--- config.mk ---
export PLATFORM = sky130hd
export DESIGN_NAME = delay_launch
export DESIGN_NICKNAME = d
export VERILOG_FILES = /design/src/rtl/dl_pkg.sv /design/src/rtl/dl_tick_counter.sv /design/src/rtl/delay_launch.sv
export SDC_FILE = /design/constraint.sdc
export NUM_CORES = 1
export LEC_CHECK = 0
export BUFFER_PORTS_ARGS = -buffer_cell sky130_fd_sc_hd__buf_4
export CAP_MARGIN = 20
export CORE_MARGIN = 2
export CORE_UTILIZATION = 45
export CTS_CLUSTER_DIAMETER = 30
export CTS_CLUSTER_SIZE = 40
export DETAILED_ROUTE_END_ITERATION = 12
export SKIP_CTS_REPAIR_TIMING = 1
export SYNTH_ARGS = -nofsm -noshare
export SYNTH_HDL_FRONTEND = slang
export SYNTH_HIERARCHICAL = 1
export SYNTH_SLANG_ARGS = --single-unit
--- constraint.sdc ---
create_clock -name clk_DL -period 12.6 [get_ports clk_DL]
set_clock_uncertainty 0.15 [all_clocks]
set_input_delay 0.63 -clock clk_DL [delete_from_list [all_inputs] [get_ports clk_DL]]
set_output_delay 0.63 -clock clk_DL [all_outputs]
set_load 0.005 [all_outputs]
--- src/rtl/dl_pkg.sv ---
// ============================================================================
// Module      : dl_pkg
// Description : Shared range codes, scale constants, state type and the
//               range-code decoder for the launch-delay stage.
// Revision    : 1.0
// ============================================================================
`default_nettype none

package dl_pkg;

    localparam int          MULT_W   = 17;
    localparam logic [4:0]  MLT_X1   = 5'd1;
    localparam logic [4:0]  MLT_X100 = 5'd2;

    localparam logic [MULT_W-1:0] SCALE_X1      = 17'd1;
    localparam logic [MULT_W-1:0] SCALE_X100    = 17'd100;
    localparam logic [MULT_W-1:0] SCALE_X100000 = 17'd100000;

    typedef enum logic [1:0] {
        ST_IDLE  = 2'd0,
        ST_COUNT = 2'd1,
        ST_HOLD  = 2'd2
    } dl_state_e;

    // Unrecognised codes fall into the widest range.
    function automatic logic [MULT_W-1:0] dl_mult_decode(input logic [4:0] code);
        logic [MULT_W-1:0] scale;
        case (code)
            MLT_X1:   scale = SCALE_X1;
            MLT_X100: scale = SCALE_X100;
            default:  scale = SCALE_X100000;
        endcase
        return scale;
    endfunction

endpackage

`default_nettype wire

--- src/rtl/dl_tick_counter.sv ---
// ============================================================================
// Module      : dl_tick_counter
// Description : Two-level countdown (cnt1 over D, cnt2 over M) flagging the
//               last cycle of a D*M interval.
// Revision    : 1.0
// ============================================================================
`default_nettype none

module dl_tick_counter #(
    parameter int DLY_W = 17
) (
    input  logic             clk,
    input  logic             rst,
    input  logic             i_clr,
    input  logic             i_en,
    input  logic [DLY_W-1:0] i_d,
    input  logic [DLY_W-1:0] i_m,
    output logic             o_terminal
);
    import dl_pkg::*;

    logic [DLY_W-1:0] cnt1_q, cnt1_d;
    logic [DLY_W-1:0] cnt2_q, cnt2_d;
    logic             w_cnt1_wrap;

    // Only meaningful with D >= 1; D = 0 never reaches the counting state.
    assign w_cnt1_wrap = (i_d != '0) && (cnt1_q == i_d - 1'b1);
    assign o_terminal  = w_cnt1_wrap && (cnt2_q == i_m - 1'b1);

    always_comb begin
        cnt1_d = cnt1_q;
        cnt2_d = cnt2_q;
        if (i_clr) begin
            cnt1_d = '0;
            cnt2_d = '0;
        end else if (i_en) begin
            if (w_cnt1_wrap) begin
                cnt1_d = '0;
                cnt2_d = cnt2_q + 1'b1;
            end else begin
                cnt1_d = cnt1_q + 1'b1;
            end
        end
    end

    always_ff @(posedge clk) begin
        if (rst) begin
            cnt1_q <= '0;
            cnt2_q <= '0;
        end else begin
            cnt1_q <= cnt1_d;
            cnt2_q <= cnt2_d;
        end
    end

endmodule

`default_nettype wire

--- src/rtl/delay_launch.sv ---
// ============================================================================
// Module      : delay_launch
// Description : Programmable launch delay: waits D*M cycles after a rising
//               launch edge, then holds DL_out while DL_in stays high.
// Revision    : 1.0
// ============================================================================
`default_nettype none

module delay_launch #(
    parameter int DLY_W = 17
) (
    input  logic             clk_DL,
    input  logic             rst_DL,
    input  logic             DL_en,
    input  logic             DL_in,
    input  logic [4:0]       dl_mlt,
    input  logic [DLY_W-1:0] delay,
    output logic             DL_out,
    output logic             DL_busy,
    output logic             DL_abort
);
    import dl_pkg::*;

    dl_state_e        state_q, state_d;
    logic             in_q;
    logic             out_q, out_d;
    logic             busy_q, busy_d;
    logic             abort_q, abort_d;
    logic [DLY_W-1:0] d_lat_q, d_lat_d;
    logic [DLY_W-1:0] m_lat_q, m_lat_d;
    logic             w_rise;
    logic             w_cnt_clr;
    logic             w_cnt_en;
    logic             w_terminal;

    assign w_rise = DL_in & ~in_q;

    dl_tick_counter #(
        .DLY_W (DLY_W)
    ) u_tick_counter (
        .clk        (clk_DL),
        .rst        (rst_DL),
        .i_clr      (w_cnt_clr),
        .i_en       (w_cnt_en),
        .i_d        (d_lat_q),
        .i_m        (m_lat_q),
        .o_terminal (w_terminal)
    );

    always_comb begin
        state_d   = state_q;
        out_d     = out_q;
        busy_d    = busy_q;
        abort_d   = 1'b0;
        d_lat_d   = d_lat_q;
        m_lat_d   = m_lat_q;
        w_cnt_clr = 1'b0;
        w_cnt_en  = 1'b0;
        case (state_q)
            ST_IDLE: begin
                out_d  = 1'b0;
                busy_d = 1'b0;
                if (DL_en && w_rise) begin
                    d_lat_d   = delay;
                    m_lat_d   = DLY_W'(dl_mult_decode(dl_mlt));
                    w_cnt_clr = 1'b1;
                    busy_d    = 1'b1;
                    // M is never zero, so N = 0 exactly when D = 0.
                    if (delay == '0) begin
                        state_d = ST_HOLD;
                        out_d   = 1'b1;
                    end else begin
                        state_d = ST_COUNT;
                    end
                end
            end
            ST_COUNT: begin
                if (!DL_en || !DL_in) begin
                    state_d   = ST_IDLE;
                    busy_d    = 1'b0;
                    abort_d   = 1'b1;
                    w_cnt_clr = 1'b1;
                end else if (w_terminal) begin
                    state_d = ST_HOLD;
                    out_d   = 1'b1;
                end else begin
                    w_cnt_en = 1'b1;
                end
            end
            ST_HOLD: begin
                if (!DL_en || !DL_in) begin
                    state_d = ST_IDLE;
                    out_d   = 1'b0;
                    busy_d  = 1'b0;
                end
            end
            default: begin
                state_d = ST_IDLE;
                out_d   = 1'b0;
                busy_d  = 1'b0;
            end
        endcase
    end

    // in_q resets high so a launch level already present at reset is ignored.
    always_ff @(posedge clk_DL) begin
        if (rst_DL) begin
            state_q <= ST_IDLE;
            in_q    <= 1'b1;
            out_q   <= 1'b0;
            busy_q  <= 1'b0;
            abort_q <= 1'b0;
            d_lat_q <= '0;
            m_lat_q <= '0;
        end else begin
            state_q <= state_d;
            in_q    <= DL_in;
            out_q   <= out_d;
            busy_q  <= busy_d;
            abort_q <= abort_d;
            d_lat_q <= d_lat_d;
            m_lat_q <= m_lat_d;
        end
    end

    assign DL_out   = out_q;
    assign DL_busy  = busy_q;
    assign DL_abort = abort_q;

endmodule

`default_nettype wire

==> results.md <==
- VDD IR max: roughly 49 uV
- Slew @ Worst Pin: 1140 ps
- Synthesized flop and latch total: 61
- Setup Viol. Count Final: 0
- Final antenna-violating net count: 0
- Syn_area_per_cell: 7.85 um2
- CP Capture Type: flip-flop
- Max frequency: 0.209 GHz
- Top FF cell, synth: dfxtp_1
- Ranking of synthesized cells by area: dfxtp_1 (30%), nand2_1 (6.4%), xor2_1 (6.2%)
- Global-route wire length before repair: about 18,000 um
- Die area: 9890 um2
- Vias in the first global route: 3,707
- Most used cell, CP: and3_1
- Clk Latency, worst-skew pair: 350 ps
- Final nets: 596
- Seq/Total Area, Yosys: 29.8%
- Die Y: about 99 um
- Port bufs: 28
- Gpl congestion: 0.965
- Pin count of the biggest net entering global routing: 42
- PwrDens: 107 nW/um2
- Critical-path maximum fanout: 15
- Fin crit period: 4780 ps
- Setup TNS: 0 ps
- Dpl ws: 7880 ps
- Worst stage delay on the critical path: 950 ps
- Clk slew on worst S/H paths: 70 ps
- DRT Pass-1 Iters: 4
- Initial antenna violation count: 0
- # rows: 34
- Crit-path slowest cell: nor4_1
- Clk Tree Root Cell: clkbuf_8
- Routed via count: between 3,000 and 4,000
- Setup CP Type: reg2reg
- GRT Util Overall: between 20% and 30%
- Synth Instances: 522
- CTS max path bufs: 2
- Fin crit share: 37.9%
- Most area-hungry cell type in the Yosys netlist: dfxtp_1
- Max-slew violation count: 0
- Cell variety after synth: 63
- DRC: 0
- Core area: 8760 um2
- Yosys top cell area share: roughly 30%
- Run status: completed
- Setup ws final: 7820 ps
- RSZ-0062 raised after global routing: no
- Clock Sinks: 61
- Leading post-synthesis cells by instance count: nand2_1 (70), dfxtp_1 (61), nor2_1 (41), xor2_1 (29), a21oi_1 (27)
- Final hold vios: 0
- Area Overhead vs Synth: 13.3%
- Crit path buf inv count: 0
- # diodes: 0
- GRT overflow: 0
- Critical path startpoint category: flip-flop
- Maxcap violations: 0
- Cell area after synthesis: 4100 um2
- CP Cell Sequence: or4_1 > nor4_1 > xnor2_1 > and3_1 > o21ai_0 > a221oi_1 > o2111a_1 > nor2b_1 > and2_1 > and3_1 > and3_1 > nand4_1 > nor2_1 > nand3_1 > xor2_1 > nor2_1
- # IOs: 29
- Detailed-placement wirelength estimate: 7690 um
- Leak Pwr: between 0.0015 and 0.002 uW
- Post-synthesis async set-or-reset flop share: 0%
- Hold Crit Class: reg2reg
- Share of layout cells above drive strength 1: 10.7%
- Most common cell in the netlist: nand2_1
- Starting Density: a little under half
- Total routed wirelength: 10,400 um
- Synth warn: 6
- Wirelength per Cell: 15.4 um
- CTS buffer count: 9
- Critical path required time: 12,660 ps
- Die width: between 90 and 100 um
- Rel. slew slack: between 20% and 30%
- CP top delay family: simple AND/OR/NAND/NOR gates
- Vias per inst: 5.72
- CTS tree: built
- Initial drt markers: 213
- Post-synth EDFFs: 0
- CP arrival: between 4000 and 5000 ps
- CTS H-tree lvls: 3
## state kept, by name, summed over array words and instances (netlist names)
name,cells
DL_out,1
u_tick_counter/cnt2_q,17
d_lat_q,17
in_q,1
DL_busy,1
u_tick_counter/cnt1_q,17
m_lat_q,4
DL_abort,1
state_q,2
## final cells by class
class	count	area, um2
Tap cell	108	135
Multi-Input combinational cell	444	2800
Clock inverter	4	47.5
Sequential cell	61	1220
Inverter	16	60.1
Timing Repair Buffer	31	236
Clock buffer	12	145
Fill cell	868	4120
## worst reg2reg max path, delay by kind of cell, from the launching register on
family,cells,cell delay [ps]
flip-flops,1,350
XOR/XNOR,2,300
AND/OR/NAND/NOR,11,3420
AO/OA/AOI/OAI,3,420
## per-stage QoR
stage                     total power [uW]  hold slack [ps]  area, um2  util [%]  std cells
after floorplan                        292              293       4190         -        545
after global placement                 321              337       4440      50.7        659
after detailed placement               321              353       4440      50.7        659
after CTS                              498              360       4630      52.9        675
after global routing                   522              385       4650      53.0        676
final                                  495              361       4650      53.0        676
## power breakdown
group,switching (uW),internal (uW),total (uW)
sequential,8.27,199,208
clock,80.3,96.3,177
combinational,62.8,48.3,111
## logic make-up after synthesis
logic type                 after synthesis  synth area share [%]
other                                    1                0.0915
xor gates and xnor gates                55                  11.7
adders and majority gates                7                  2.14
and+or+nand+nor                        246                  32.6
AOI/OAI and AO/OA                      101                  16.9
muxes                                   11                  2.72
buffers and inverters                   40                  4.03
DFF                                     61                  29.8
## layer usage
| layer | part of all wire (%) | global-route usage (%) | up-vias |
|---|---|---|---|
| met5 | 0 | 0 | - |
| li1 | - | - | 1969 |
| met3 | 5.3 | 2.81 | 18 |
| met1 | 52 | 33.8 | 1795 |
| met4 | 1.7 | 8.11 | 0 |
| met2 | 41 | 32.8 | 87 |
## path summary, 6_finish.rpt
check,start,to,slack [ps],cells after the start
hold reg to reg,d_lat_q[5]$_SDFFE_PP0N_,d_lat_q[5]$_SDFFE_PP0N_,360,2
hold / removal,d_lat_q[5]$_SDFFE_PP0N_,d_lat_q[5]$_SDFFE_PP0N_,360,2
setup reg to reg,m_lat_q[5]$_SDFFE_PP0N_,u_tick_counter/cnt1_q[14]$_SDFFE_PP0P_,7820,16
setup / recovery,m_lat_q[5]$_SDFFE_PP0N_,u_tick_counter/cnt1_q[14]$_SDFFE_PP0P_,7820,16
## cells in the final DEF, fill, tap and decap left out, types with 10 or more instances in the layout
| master | netlist | routed |
|---|---|---|
| inv_1 | 16 | 16 |
| or3_1 | 17 | 17 |
| mux2i_1 | 10 | 10 |
| nor4_1 | 16 | 16 |
| dfxtp_1 | 61 | 61 |
| and3_1 | 13 | 13 |
| o21ai_0 | 15 | 15 |
| a21oi_1 | 27 | 27 |
| nor2_1 | 41 | 41 |
| o41ai_1 | 10 | 10 |
| buf_4 | 0 | 30 |
| nor3_1 | 11 | 11 |
| nand4_1 | 18 | 18 |
| nand2_1 | 70 | 70 |
| clkbuf_8 | 0 | 10 |
| conb_1 | 1 | 24 |
| o211ai_1 | 11 | 11 |
| xnor2_1 | 26 | 26 |
| xor2_1 | 29 | 29 |
| nand3_1 | 11 | 11 |
Power figures use the tool's default switching activity.
